$ cat config.mk
export PLATFORM = sky130hd
export DESIGN_NAME = uart_flash_bridge
export DESIGN_NICKNAME = d
export VERILOG_FILES = /design/src/rtl/uart_flash_bridge.sv
export SDC_FILE = /design/constraint.sdc
export NUM_CORES = 1
export LEC_CHECK = 0
export BUFFER_PORTS_ARGS = -buffer_cell sky130_fd_sc_hd__buf_2
export CORE_UTILIZATION = 30
export DETAILED_ROUTE_END_ITERATION = 12
export PLACE_DENSITY = 0.59
export SLEW_MARGIN = 40
export SYNTH_ARGS = -nofsm -noshare
export SYNTH_HDL_FRONTEND = slang
export SYNTH_SLANG_ARGS = --single-unit
$ cat constraint.sdc
create_clock -name CLK_50MHZ -period 2 [get_ports CLK_50MHZ]
set_input_delay 0.1 -clock CLK_50MHZ [delete_from_list [all_inputs] [get_ports CLK_50MHZ]]
set_output_delay 0.1 -clock CLK_50MHZ [all_outputs]
set_load 0.05 [all_outputs]
$ cat src/rtl/uart_flash_bridge.sv
// uart_flash_bridge
// Parses framed commands from the UART byte interface and runs flash read or
// write bursts with an auto-incrementing address.
//   Frame: OP (0x52 read / 0x57 write), ADDR_W/8 address bytes MSB first,
//          LEN (1..MAX_BURST), then LEN data bytes for a write.
//   Replies: read data bytes, 0x06 (ACK) after a write, 0x15 (NAK) on error.
// Ports:
//   CLK_50MHZ, RST (async, active low)
//   UART side : RS_FLOW, RS_TRG_READ, RS_TRG_WRITE, RS_DATAIN (out),
//               RS_DATAOUT, RS_DONE (in)
//   Flash side: FL_ADDR, FL_WDATA, FL_FLOW, FL_TRG (out), FL_RDATA, FL_STATUS (in)
//   BUSY      : high whenever the FSM is not in IDLE
// Optional macro UART_FLASH_BRIDGE_TIMEOUT_EN: inter-byte timeout that turns a
// stalled frame into a NAK after TIMEOUT_CYCLES clocks.
module uart_flash_bridge #(
    parameter int ADDR_W         = 16,
    parameter int MAX_BURST      = 16,
    parameter int TIMEOUT_CYCLES = 50000000
) (
    input  logic              CLK_50MHZ,
    input  logic              RST,
    output logic              RS_FLOW,
    output logic              RS_TRG_READ,
    output logic              RS_TRG_WRITE,
    output logic [7:0]        RS_DATAIN,
    input  logic [7:0]        RS_DATAOUT,
    input  logic              RS_DONE,
    output logic [ADDR_W-1:0] FL_ADDR,
    output logic [7:0]        FL_WDATA,
    input  logic [7:0]        FL_RDATA,
    output logic              FL_FLOW,
    output logic              FL_TRG,
    input  logic              FL_STATUS,
    output logic              BUSY
);

    typedef enum logic [3:0] {
        S_IDLE, S_GET_OP, S_GET_ADDR, S_GET_LEN, S_GET_DATA,
        S_FL_ACC, S_FL_WAIT, S_SEND, S_ACK, S_NAK
    } state_t;

    localparam logic [1:0] ADDR_BYTES = 2'(ADDR_W / 8);
    localparam logic [7:0] OP_READ    = 8'h52;
    localparam logic [7:0] OP_WRITE   = 8'h57;
    localparam logic [7:0] CODE_ACK   = 8'h06;
    localparam logic [7:0] CODE_NAK   = 8'h15;

    state_t            state_r, state_s;
    logic [7:0]        rem_r, rem_s;
    logic [1:0]        cnt_r, cnt_s;
    logic [ADDR_W-1:0] addr_s;
    logic              rs_flow_s, rs_rd_s, rs_wr_s, fl_flow_s, fl_trg_s;
    logic [7:0]        rs_din_s, fl_wdata_s;
    logic              rs_ok_s;
    logic              tmo_abort_s;

    // A RS_DONE coinciding with our own trigger pulse cannot belong to it.
    assign rs_ok_s = RS_DONE && !RS_TRG_READ && !RS_TRG_WRITE;

`ifdef UART_FLASH_BRIDGE_TIMEOUT_EN
    localparam logic [25:0] TMO_LIM = 26'(TIMEOUT_CYCLES);
    logic [25:0] tmo_r;

    // Inter-byte cycle counter; restarts on every byte and at frame start.
    always_ff @(posedge CLK_50MHZ or negedge RST) begin
        if (!RST) begin
            tmo_r <= 26'd0;
        end else if (RS_DONE || (state_r == S_IDLE)) begin
            tmo_r <= 26'd0;
        end else if (tmo_r != {26{1'b1}}) begin
            tmo_r <= tmo_r + 26'd1;
        end else begin
            tmo_r <= tmo_r;
        end
    end

    assign tmo_abort_s = (tmo_r >= TMO_LIM);
`else
    assign tmo_abort_s = 1'b0;
`endif

    // Next-state and next-output logic; trigger pulses are issued on the
    // transition into the state that waits for the matching completion.
    always_comb begin
        state_s    = state_r;
        rem_s      = rem_r;
        cnt_s      = cnt_r;
        addr_s     = FL_ADDR;
        rs_flow_s  = RS_FLOW;
        rs_rd_s    = 1'b0;
        rs_wr_s    = 1'b0;
        rs_din_s   = RS_DATAIN;
        fl_wdata_s = FL_WDATA;
        fl_flow_s  = FL_FLOW;
        fl_trg_s   = 1'b0;
        case (state_r)
            S_IDLE: begin
                state_s   = S_GET_OP;
                rs_rd_s   = 1'b1;
                rs_flow_s = 1'b0;
            end
            S_GET_OP: begin
                if (rs_ok_s && ((RS_DATAOUT == OP_READ) || (RS_DATAOUT == OP_WRITE))) begin
                    state_s   = S_GET_ADDR;
                    cnt_s     = ADDR_BYTES;
                    fl_flow_s = (RS_DATAOUT == OP_WRITE);
                    rs_rd_s   = 1'b1;
                end else if (rs_ok_s) begin
                    state_s   = S_NAK;
                    rs_wr_s   = 1'b1;
                    rs_flow_s = 1'b1;
                    rs_din_s  = CODE_NAK;
                end else begin
                    state_s = state_r;
                end
            end
            S_GET_ADDR: begin
                if (rs_ok_s) begin
                    addr_s  = (FL_ADDR << 8) | ADDR_W'(RS_DATAOUT);
                    cnt_s   = cnt_r - 2'd1;
                    rs_rd_s = 1'b1;
                    state_s = (cnt_r == 2'd1) ? S_GET_LEN : S_GET_ADDR;
                end else if (tmo_abort_s) begin
                    state_s   = S_NAK;
                    rs_wr_s   = 1'b1;
                    rs_flow_s = 1'b1;
                    rs_din_s  = CODE_NAK;
                end else begin
                    state_s = state_r;
                end
            end
            S_GET_LEN: begin
                if (rs_ok_s && ((RS_DATAOUT == 8'd0) || (RS_DATAOUT > 8'(MAX_BURST)))) begin
                    state_s   = S_NAK;
                    rs_wr_s   = 1'b1;
                    rs_flow_s = 1'b1;
                    rs_din_s  = CODE_NAK;
                end else if (rs_ok_s) begin
                    rem_s = RS_DATAOUT;
                    if (FL_FLOW) begin
                        state_s = S_GET_DATA;
                        rs_rd_s = 1'b1;
                    end else begin
                        state_s  = S_FL_ACC;
                        fl_trg_s = 1'b1;
                    end
                end else if (tmo_abort_s) begin
                    state_s   = S_NAK;
                    rs_wr_s   = 1'b1;
                    rs_flow_s = 1'b1;
                    rs_din_s  = CODE_NAK;
                end else begin
                    state_s = state_r;
                end
            end
            S_GET_DATA: begin
                if (rs_ok_s) begin
                    fl_wdata_s = RS_DATAOUT;
                    state_s    = S_FL_ACC;
                    fl_trg_s   = 1'b1;
                end else if (tmo_abort_s) begin
                    state_s   = S_NAK;
                    rs_wr_s   = 1'b1;
                    rs_flow_s = 1'b1;
                    rs_din_s  = CODE_NAK;
                end else begin
                    state_s = state_r;
                end
            end
            S_FL_ACC: begin
                state_s = S_FL_WAIT;
            end
            S_FL_WAIT: begin
                if (FL_STATUS) begin
                    addr_s = FL_ADDR + ADDR_W'(1);
                    rem_s  = rem_r - 8'd1;
                    if (!FL_FLOW) begin
                        state_s   = S_SEND;
                        rs_din_s  = FL_RDATA;
                        rs_wr_s   = 1'b1;
                        rs_flow_s = 1'b1;
                    end else if (rem_r > 8'd1) begin
                        state_s   = S_GET_DATA;
                        rs_rd_s   = 1'b1;
                        rs_flow_s = 1'b0;
                    end else begin
                        state_s   = S_ACK;
                        rs_din_s  = CODE_ACK;
                        rs_wr_s   = 1'b1;
                        rs_flow_s = 1'b1;
                    end
                end else begin
                    state_s = state_r;
                end
            end
            S_SEND: begin
                if (rs_ok_s && (rem_r != 8'd0)) begin
                    state_s  = S_FL_ACC;
                    fl_trg_s = 1'b1;
                end else if (rs_ok_s) begin
                    state_s = S_IDLE;
                end else begin
                    state_s = state_r;
                end
            end
            S_ACK, S_NAK: begin
                if (rs_ok_s) begin
                    state_s = S_IDLE;
                end else begin
                    state_s = state_r;
                end
            end
            default: begin
                state_s = S_IDLE;
            end
        endcase
    end

    // State, counters and all registered outputs.
    always_ff @(posedge CLK_50MHZ or negedge RST) begin
        if (!RST) begin
            state_r      <= S_IDLE;
            rem_r        <= 8'd0;
            cnt_r        <= 2'd0;
            FL_ADDR      <= '0;
            RS_FLOW      <= 1'b0;
            RS_TRG_READ  <= 1'b0;
            RS_TRG_WRITE <= 1'b0;
            RS_DATAIN    <= 8'd0;
            FL_WDATA     <= 8'd0;
            FL_FLOW      <= 1'b0;
            FL_TRG       <= 1'b0;
            BUSY         <= 1'b0;
        end else begin
            state_r      <= state_s;
            rem_r        <= rem_s;
            cnt_r        <= cnt_s;
            FL_ADDR      <= addr_s;
            RS_FLOW      <= rs_flow_s;
            RS_TRG_READ  <= rs_rd_s;
            RS_TRG_WRITE <= rs_wr_s;
            RS_DATAIN    <= rs_din_s;
            FL_WDATA     <= fl_wdata_s;
            FL_FLOW      <= fl_flow_s;
            FL_TRG       <= fl_trg_s;
            BUSY         <= (state_s != S_IDLE);
        end
    end

endmodule

==> flow_metrics.tcl, run 1 <==
set metrics [dict create \
    ir_worst_vdd_uv 592 \
    synth.distinct_cells 63 \
    crit_type "reg -> reg" \
    holdWs_ns 0.0302 \
    die_x_microns 104 \
    cap_violations 0 \
    vias 2928 \
    clk_latency_ns 0.31 \
    rows 36 \
    relSlewSlack_pct 64.1 \
    max_slew.worst_pin.slew_ns 0.537 \
    hold_viol 0 \
    power.internal_w 0.00271 \
    die_height_microns 104 \
    start_util_pct 31.2 \
    fin_util_pct 41.3 \
    syn_inst 331 \
    gp_congestion 0.894 \
    setup_ws_ns 0.0192 \
    critPathLaunchType "flip-flop" \
    area_growth_pct 32.3 \
    leakage_nw 1.84 \
    via_per_inst 5.18 \
    diodes 0 \
    synth_seq_cells 52 \
    cts_tree "yes" \
    place_ws_ns -0.0478 \
    grt_max_degree 38 \
    ant_nets 0 \
    grt_pass1_wl_microns 14500 \
    syn_avg_cell_area_sq_um 9.35 \
    die_area_sq_um 10700 \
    multiInputGateArea_sq_um 1700 \
    pwr-share-clk_pct 12.5 \
    crit_path_end_kind "flip-flop" \
    dp.cells 548 \
    power_density_nw_per_um2 1280 \
    rrSetupSlack_ns 0.02 \
    routed_wl_microns 8650 \
    syn-cell-area_sq_um 3100 \
    p_sw_w 0.00254 \
    cp_max_fo 4 \
    yosys_warnings 0 \
    portBuffers 57 \
    cp.buffers_inverters 1 \
    fmax_mhz 505 \
    fillers 1018 \
    h-tree-depth 2 \
    tns_ns 0 \
    syn-num-nets 355 \
    gr-total-overflow 0 \
    path_clk_slew_ns 0.10 \
    grt.total_usage_pct 16.4 \
    drc 0 \
    drt_iter0_markers 215 \
    synth_top_cell_area_share_pct 42.0 \
    synth.largest_area_cell "dfrtp_1" \
    dr.pass1.iters 4 \
    worstPathCellList "nor4_4, buf_4, a21oi_2, a221oi_2, nand4_1, or4_1" \
    cts_buffer_depth 2 \
    cpPeakStageDelay_ns 0.50 \
    clock-skew-final_ns 0.00922 \
    grt_pass1_vias 2921 \
    yosysSeqAreaShare_pct 42.0 \
    instances_no_fill 565 \
    cts_buffers 5 \
    synth-async-reset-ratio_pct 100 \
    seqCellArea_sq_um 1310 \
    routedWlPerCell_microns 15.3 \
    synth.area.top_cells "dfrtp_1 (42%), nand2_1 (4.4%), a21oi_1 (3.9%)" \
    synth_flop_cell "dfrtp_1" \
    layout-drive-gt1-share_pct 35.9 \
    period_needed_ns 1.98 \
    crit_arrival_ns 2.15 \
    maxSlewViolCount 0 \
    setup_viol 0 \
    power_frac_comb_pct 52.1 \
    dp_hpwl_microns 6430 \
    final_nets 455 \
    ios 58 \
    cpMaxStageDelayCell "or4_1" \
    antenna_found_initial 0 \
    required_ns 2.17 \
    cts_root_buffer "clkbuf_8" \
    rsz0062_at_grt "true" \
    crit_family "simple AND/OR/NAND/NOR gates" \
    swShare_pct 48.3 \
    fin_crit_sh_pct 99.0 \
    status "finished, final reports clean" \
    coreArea_sq_um 9910 \
    hp-class "in -> reg" \
    clkSinkCount 52 \
    seq_power_share_pct 35.5 \
    synth-edff-count 0 \
]
## logic make-up (layout without fill, tap and decap cells)
kind of cell	Yosys count	after routing	share of synthesized area, %
AND/OR/NAND/NOR	120	120	21.9
AO/OA/AOI/OAI	95	95	21.1
flip-flops	52	52	42.0
buffers and inverters	37	138	5.34
multiplexers	22	22	7.68
adder cells (fa/ha/maj)	4	4	1.62
XOR/XNOR	1	1	0.283
## final timing paths
path | start | cells past startpoint | to
max in group asynchronous | RST | 3 | state_r[3]
setup reg to reg | rem_r[5] | 6 | BUSY
setup / recovery | rem_r[5] | 6 | BUSY
hold / removal | FL_RDATA[3] | 3 | RS_DATAIN[3]
hold reg to reg | RS_FLOW | 1 | RS_FLOW
min in group asynchronous | RST | 2 | RS_DATAIN[4]
## power groups by stage
stage | Sequential (W) | Clock, W | Combinational (W)
after floorplan | 0.00273 | 0 | 0.000857
after global placement | 0.00186 | 0 | 0.00253
after detailed placement | 0.00187 | 0 | 0.00257
after CTS | 0.00186 | 0.000668 | 0.00265
after global routing | 0.00192 | 0.000721 | 0.00291
final | 0.00186 | 0.000653 | 0.00273
## worst min-delay path, cell delays in order
cell and delay, ns:
buf_2 0.10, nand2_1 0.05, mux2i_1 0.06
## state kept, by name, summed over array words and instances, names as in the netlist, 2 cells and up
signal and cells:
rem_r 8, RS_DATAIN 8, FL_ADDR 16, state_r 4, cnt_r 2, FL_WDATA 8
## cell usage after synthesis (3+ instances only)
master and number:
a21oi_1 24, a31oi_1 6, a32oi_1 4, and2_1 3, and3_1 4, buf_1 3, buf_2 6, buf_4 3
clkbuf_1 8, dfrtp_1 52, ha_1 4, inv_1 16, mux2_1 10, mux2i_1 11, nand2_1 36, nand3_1 13
nand4_1 7, nor2_1 19, nor3_1 5, nor3b_1 4, nor4_1 3, o211ai_1 3, o21ai_0 21, o21ai_1 7
o22ai_1 6, or3_1 5
## cells in the final DEF (no fill, tap or decap), types with 3 or more instances in the layout
cell / n
dfrtp_1: 43
buf_2: 57
o22ai_1: 6
and2_1: 3
nand3_1: 11
buf_12: 3
or3_1: 5
nor3b_1: 3
nand4_1: 7
buf_4: 52
nor2_1: 19
a32oi_1: 4
nand2_1: 36
nor3_1: 5
o21ai_0: 19
o211ai_1: 3
inv_1: 14
and3_1: 3
dfrtp_2: 9
clkbuf_8: 6
mux2i_1: 11
a31oi_1: 6
ha_1: 3
nor4_1: 3
nand3_2: 4
o21ai_1: 9
mux2_1: 10
a21oi_1: 22
## repair_timing
item                       in CTS  in global routing
pin swaps                       3                  6
resized for setup               9                 13
setup endpoints to repair       4                 19
hold buffers                    1                  0
buffers inserted                3                  5
hold endpoints to repair       15                  0
gates cloned                    0                  0
## metrics by stage
stage,power (W),cell area [sq um]
4_1_cts,0.00517,4010
3_3_place_gp,0.00439,3850
5_1_grt,0.00556,4100
6_report,0.00525,4100
2_1_floorplan,0.00358,3100
3_5_place_dp,0.00444,3850
## per-layer routing
layer	share of wire, %	up-vias	track usage (%)	wire length (microns)
met5	0	-	0	0
met4	1.4	0	5.38	125
met3	2.6	8	2.45	224
met2	50	56	27.8	4360
met1	46	1435	21.2	3940
li1	-	1429	-	-
## layout make-up
class,instances,share of cell area [%]
sequential,52,32.0
multi-input combinational,242,41.6
tap,133,4.06
clock inverter,2,0.367
clock buffer,6,2.02
inverter,16,1.47
timing repair buffer,114,18.5
(Power assumes the default switching activity.)
==> run 2: changes to the inputs <==
--- a/config.mk
+++ b/config.mk
@@ -6,6 +6,7 @@
 export NUM_CORES = 1
 export LEC_CHECK = 0
 export BUFFER_PORTS_ARGS = -buffer_cell sky130_fd_sc_hd__buf_2
+export CORE_MARGIN = 2
 export CORE_UTILIZATION = 30
 export DETAILED_ROUTE_END_ITERATION = 12
 export PLACE_DENSITY = 0.59
==> run 2 against run 1 <==
  * Final area grew 0.34%
  * Largest cell class unchanged
  * Clock skew up 0.0017 ns
  * Maximum frequency down 0.90%
  * Flip-flop and latch count unchanged
  * Worst hold slack got worse by 0.014 ns
==> flow_metrics.tcl, run 2 (same netlist as run 1, synthesis figures left out) <==
set metrics [dict create \
    portBuffers 57 \
    leakage_nw 1.84 \
    fillers 1092 \
    die_x_microns 106 \
    dpl_cell_area_sq_um 3840 \
    grt_max_degree 27 \
    h-tree-depth 2 \
    grt_pass1_vias 2834 \
    die_height_microns 106 \
    cts_buffers 5 \
    seq_power_share_pct 35.3 \
    power.internal_w 0.00281 \
    maxSlewViolCount 0 \
    dp_hpwl_microns 6640 \
    vias 2956 \
    grt_pass1_wl_microns 14400 \
    clk_latency_ns 0.31 \
    final_cell_mix "buf_2 (57), buf_4 (47), dfrtp_1 (43), nand2_1 (35), a21oi_1 (23)" \
    p_sw_w 0.00255 \
    path_clk_slew_ns 0.10 \
    power_frac_comb_pct 49.6 \
    cp-startpoint "RS_TRG_READ" \
    required_ns 2.18 \
    critPathLaunchType "flip-flop" \
    dr.pass1.iters 4 \
    coreArea_sq_um 10200 \
    pwr-share-clk_pct 15.1 \
    cts_tree "yes" \
    status "finished, final reports clean" \
    antenna_found_initial 0 \
    setup_ws_ns 0.00130 \
    regMostFlops "FL_ADDR" \
    cts_root_buffer "clkbuf_8" \
    seqCellArea_sq_um 1310 \
    grt.total_usage_pct 15.9 \
    cp_max_fo 5 \
    ios 58 \
    power_density_nw_per_um2 1300 \
    r2r_end "BUSY" \
    multiInputGateArea_sq_um 1700 \
    finalInstanceArea_sq_um 4110 \
    final_common_cell "buf_2" \
    crit_arrival_ns 2.18 \
    hp-class "in -> reg" \
    area_growth_pct 32.8 \
    period_needed_ns 2.00 \
    fin_crit_sh_pct 99.9 \
    drc 0 \
    max_slew.worst_pin.slew_ns 0.573 \
    cts_buffer_depth 2 \
    start_util_pct 30.4 \
    ant_nets 0 \
    tns_ns 0 \
    place_ws_ns -0.0243 \
    via_per_inst 5.23 \
    rsz0062_at_grt "true" \
    fmax_mhz 500 \
    rrSetupSlack_ns 0.001 \
    gp_congestion 0.870 \
    clkSinkCount 52 \
    rows 37 \
    swShare_pct 47.6 \
    rr_startpoint "RS_TRG_READ" \
    routedWlPerCell_microns 15.7 \
    largest_register_ffs 16 \
    cap_violations 0 \
    setup_viol 0 \
    crit_type "reg -> reg" \
    drt_iter0_markers 137 \
    reg2reg_depth 5 \
    hold_viol 0 \
    crit_path_end_kind "flip-flop" \
    diodes 0 \
    routed_wl_microns 8890 \
    final_nets 452 \
    ir_worst_vdd_uv 600 \
    die_area_sq_um 11100 \
    gr-total-overflow 0 \
    relSlewSlack_pct 61.8 \
    endpoint "BUSY" \
    layout-drive-gt1-share_pct 35.7 \
    clock-skew-final_ns 0.0109 \
]
## run 2: cell count changes in the layout (fill, tap and decap cells not counted), moves of 2 or more
cell / delta
o21ai_1: -2
buf_4: -5
buf_6: +2
clkinvlp_4: -2
a21oi_2: -2
## run 2: cell type report
| class | instances | share of cell area (%) |
|---|---|---|
| Clock inverter | 1 | 0.731 |
| Timing Repair Buffer | 111 | 18.1 |
| Tap cell | 136 | 4.14 |
| Sequential cell | 52 | 31.9 |
| Inverter | 16 | 1.46 |
| Multi-Input combinational cell | 242 | 41.3 |
| Clock buffer | 7 | 2.34 |
## run 2: metal layers
layer	global-route usage [%]	up-vias	part of all wire [%]
met5	0	-	0
met4	5.17	0	1.9
met3	2.84	15	4.0
met2	26.0	68	49
met1	21.3	1450	45
li1	-	1423	-
## run 2: worst min-delay path by stage
stage	start	end	slack (ns)	cells past startpoint
after detailed placement	RST	RS_DATAIN[7]	0.13	1
final	FL_RDATA[5]	RS_DATAIN[5]	0.02	3
after CTS	FL_RDATA[5]	RS_DATAIN[5]	0.02	3
after global routing	FL_RDATA[3]	RS_DATAIN[3]	0.02	3
after floorplan	RST	BUSY	-0.20	0
after global placement	RST	RS_DATAIN[7]	0.12	1
## run 2: critical path: stages, from the launching register on
cell and delay (ns):
dfrtp_2 0.41, or3b_4 0.45, buf_4 0.17, a21oi_1 0.16
nand4_1 0.13, or4_1 0.53
## run 2: timing repair
| action | 4_1_cts | 5_1_grt |
|---|---|---|
| pin swaps | 0 | 6 |
| resized for setup | 2 | 24 |
| endpoints found under the setup margin | 9 | 17 |
| setup buffers | 0 | 5 |
| gates cloned | 0 | 1 |
| hold endpoints to repair | 21 | 0 |
| hold buffers | 1 | 0 |
## run 2: per-stage QoR
| step | cells | power [W] | util, % | hold slack (ns) |
|---|---|---|---|---|
| final | 565 | 0.00536 | 40.4 | 0.0160 |
| after CTS | 559 | 0.00524 | 39.1 | 0.0167 |
| after global placement | 550 | 0.00437 | 37.7 | 0.121 |
| after floorplan | 331 | 0.00358 | - | -0.196 |
| after global routing | 565 | 0.00569 | 40.4 | 0.0180 |
| after detailed placement | 550 | 0.00442 | 37.7 | 0.127 |
## run 2: power groups by stage
stage                     clock, W  combinational, W  sequential [W]
after CTS                 0.000825           0.00254         0.00188
after floorplan                  0          0.000857         0.00273
after global routing      0.000877           0.00286         0.00196
final                     0.000809           0.00266         0.00189
after global placement           0           0.00249         0.00188
after detailed placement         0           0.00253         0.00189
==> run 3: changes to the inputs <==
--- a/config.mk
+++ b/config.mk
@@ -5,11 +5,11 @@
 export SDC_FILE = /design/constraint.sdc
 export NUM_CORES = 1
 export LEC_CHECK = 0
-export BUFFER_PORTS_ARGS = -buffer_cell sky130_fd_sc_hd__buf_2
 export CORE_MARGIN = 2
-export CORE_UTILIZATION = 30
+export CORE_UTILIZATION = 35
 export DETAILED_ROUTE_END_ITERATION = 12
-export PLACE_DENSITY = 0.59
+export DONT_BUFFER_PORTS = 1
+export PLACE_DENSITY = 0.6
 export SLEW_MARGIN = 40
 export SYNTH_ARGS = -nofsm -noshare
 export SYNTH_HDL_FRONTEND = slang
==> constraint.sdc (replaced) <==
create_clock -name CLK_50MHZ -period 2 [get_ports CLK_50MHZ]
set_input_delay 0.2 -clock CLK_50MHZ [delete_from_list [all_inputs] [get_ports CLK_50MHZ]]
set_output_delay 0.2 -clock CLK_50MHZ [all_outputs]
set_load 0.05 [all_outputs]
==> run 3 against run 2 <==
  * Via count fell by 5.5%
  * First-iteration DRC count increased by 5.8%
  * Non-clock buffer count decreased by 44
  * Register-to-register slack better by 0.02 ns
  * Global-route usage up 2.4 points
  * Cell count fell by 13%
  * Worst hold slack better by 0.0023 ns
  * Final area shrank 7.1%
  * Wire length down 1.4%
  * Critical path type unchanged
  * Highest routed layer unchanged
==> flow_metrics.tcl, run 3 (same netlist as run 1, synthesis figures left out) <==
set metrics [dict create \
    status "finished, final reports clean" \
    swShare_pct 48.2 \
    crit_path_end_kind "flip-flop" \
    cts_tree "yes" \
    hold_depth 1 \
    crit_family "simple AND/OR/NAND/NOR gates" \
    fmax_mhz 506 \
    routedWlPerCell_microns 17.8 \
    cp-startpoint "state_r[2]" \
    grt_max_degree 53 \
    seq_power_share_pct 41.1 \
    die_area_sq_um 9610 \
    hold_start "RS_DATAOUT[0]" \
    holdWs_ns 0.0183 \
    diodes 0 \
    regMostFlops "FL_ADDR" \
    clk_latency_ns 0.31 \
    final_common_cell "buf_4" \
    cts_buffers 5 \
    routed_wl_microns 8770 \
    rows 34 \
    relSlewSlack_pct 60.4 \
    cts_buffer_depth 2 \
    leakage_nw 1.65 \
    hp-class "in -> reg" \
    power_frac_comb_pct 47.5 \
    tns_ns 0 \
    crit_type "reg -> reg" \
    period_needed_ns 1.98 \
    vias 2792 \
    path_clk_slew_ns 0.10 \
    setup_viol 0 \
    h-tree-depth 2 \
    required_ns 2.18 \
    maxSlewViolCount 0 \
    crit_arrival_ns 2.15 \
    rrSetupSlack_ns 0.02 \
    layout-drive-gt1-share_pct 27.0 \
    cts_root_buffer "clkbuf_8" \
    fin_crit_sh_pct 98.8 \
    gr-total-overflow 0 \
    setup_ws_ns 0.0248 \
    hold_viol 0 \
    instances_no_fill 493 \
    final_cell_mix "buf_4 (62), dfrtp_1 (45), nand2_1 (36), a21oi_1 (22), o21ai_0 (20)" \
    critPathLaunchType "flip-flop" \
    coreArea_sq_um 8640 \
    power.internal_w 0.00272 \
    r2r_end "BUSY" \
    pwr-share-clk_pct 11.4 \
    die_x_microns 98.0 \
    dr.pass1.iters 5 \
    reg2reg_depth 6 \
    cp.buffers_inverters 1 \
    portBuffers 0 \
    max_slew.worst_pin.slew_ns 0.594 \
    place_ws_ns -0.0730 \
    grt_pass1_vias 2808 \
    cpPeakStageDelay_ns 0.50 \
    hold_end "FL_WDATA[0]" \
    rr_startpoint "state_r[2]" \
    p_sw_w 0.00253 \
    ir_worst_vdd_uv 656 \
    die_height_microns 98.0 \
    ant_nets 0 \
    drt_iter0_markers 145 \
    grt.total_usage_pct 18.3 \
    power_density_nw_per_um2 1370 \
    worstPathCellList "buf_4, nand4b_1, o31ai_1, a21oi_2, nand4_1, or4_1" \
    cap_violations 0 \
    clkSinkCount 52 \
    via_per_inst 5.66 \
    gp_congestion 0.951 \
    antenna_found_initial 0 \
    grt_pass1_wl_microns 14200 \
    start_util_pct 35.8 \
    area_growth_pct 23.4 \
    dp.cells 475 \
    dp_hpwl_microns 6420 \
    cp_max_fo 9 \
    clock-skew-final_ns 0.00670 \
    rsz0062_at_grt "true" \
    drc 0 \
    final_nets 408 \
    ios 58 \
    largest_register_ffs 16 \
    cpMaxStageDelayCell "or4_1" \
]
==> run 3: changes by cell type in the layout (fill, tap and decap cells not counted), moves of 2 or more <==
cell	change
clkbuf_8	-2
buf_6	-2
buf_4	+15
a21oi_2	+2
buf_2	-57
dfrtp_1	+2
clkbuf_1	+2
dfrtp_2	-2
==> run 3: how the worst max path moves through the flow <==
stage | to | slack (ns) | cells past startpoint
final | BUSY | 0.02 | 6
after global routing | BUSY | -0.02 | 7
after CTS | RS_DATAIN[0] | 0.004 | 7
after detailed placement | BUSY | -0.07 | 5
after global placement | BUSY | -0.04 | 5
after floorplan | BUSY | -0.02 | 5
==> run 3: what timing repair did <==
| action | CTS | global route |
|---|---|---|
| endpoints found under the hold margin | 52 | 0 |
| pin swaps | 2 | 11 |
| hold buffers | 2 | 0 |
| setup endpoints to repair | 2 | 27 |
| resized for setup | 9 | 9 |
| buffers inserted | 4 | 4 |
==> run 3: cell type report <==
type                    count  area, sq um
clock buffers               7         76.3
clock inverters             1         5.00
fillers                   844         4820
inverters                  16         60.1
multi-input cells         242         1680
flip-flops and latches     52         1310
well taps                 108          135
repair buffers             67          554
==> run 3: layer usage <==
| layer | vias to the layer above | track usage, % | wire length (microns) |
|---|---|---|---|
| met5 | - | 0 | 0 |
| met3 | 13 | 3.01 | 325 |
| met2 | 68 | 31.2 | 4400 |
| met4 | 0 | 6.62 | 201 |
| met1 | 1376 | 23.5 | 3850 |
| li1 | 1335 | - | - |
==> run 3: power groups by stage <==
stage,clock [W],combinational (W),sequential (W)
3_5_place_dp,0,0.00225,0.00216
6_report,0.000600,0.00249,0.00215
4_1_cts,0.000619,0.00240,0.00215
3_3_place_gp,0,0.00221,0.00215
2_1_floorplan,0,0.000857,0.00273
5_1_grt,0.000649,0.00267,0.00221
==> run 3: per-stage QoR <==
step / utilization [%] / total power (W) / area (sq um)
floorplan: - / 0.00358 / 3100
global placement: 41.5 / 0.00436 / 3580
detailed placement: 41.5 / 0.00441 / 3580
CTS: 43.6 / 0.00517 / 3770
global route: 44.2 / 0.00553 / 3820
finish: 44.2 / 0.00524 / 3820
==> run 3: worst reg2reg max path: stages (launching register included) <==
cell and delay [ns]:
dfrtp_2 0.48, buf_4 0.19, nand4b_1 0.21, o31ai_1 0.14, a21oi_2 0.18, nand4_1 0.14
or4_1 0.50
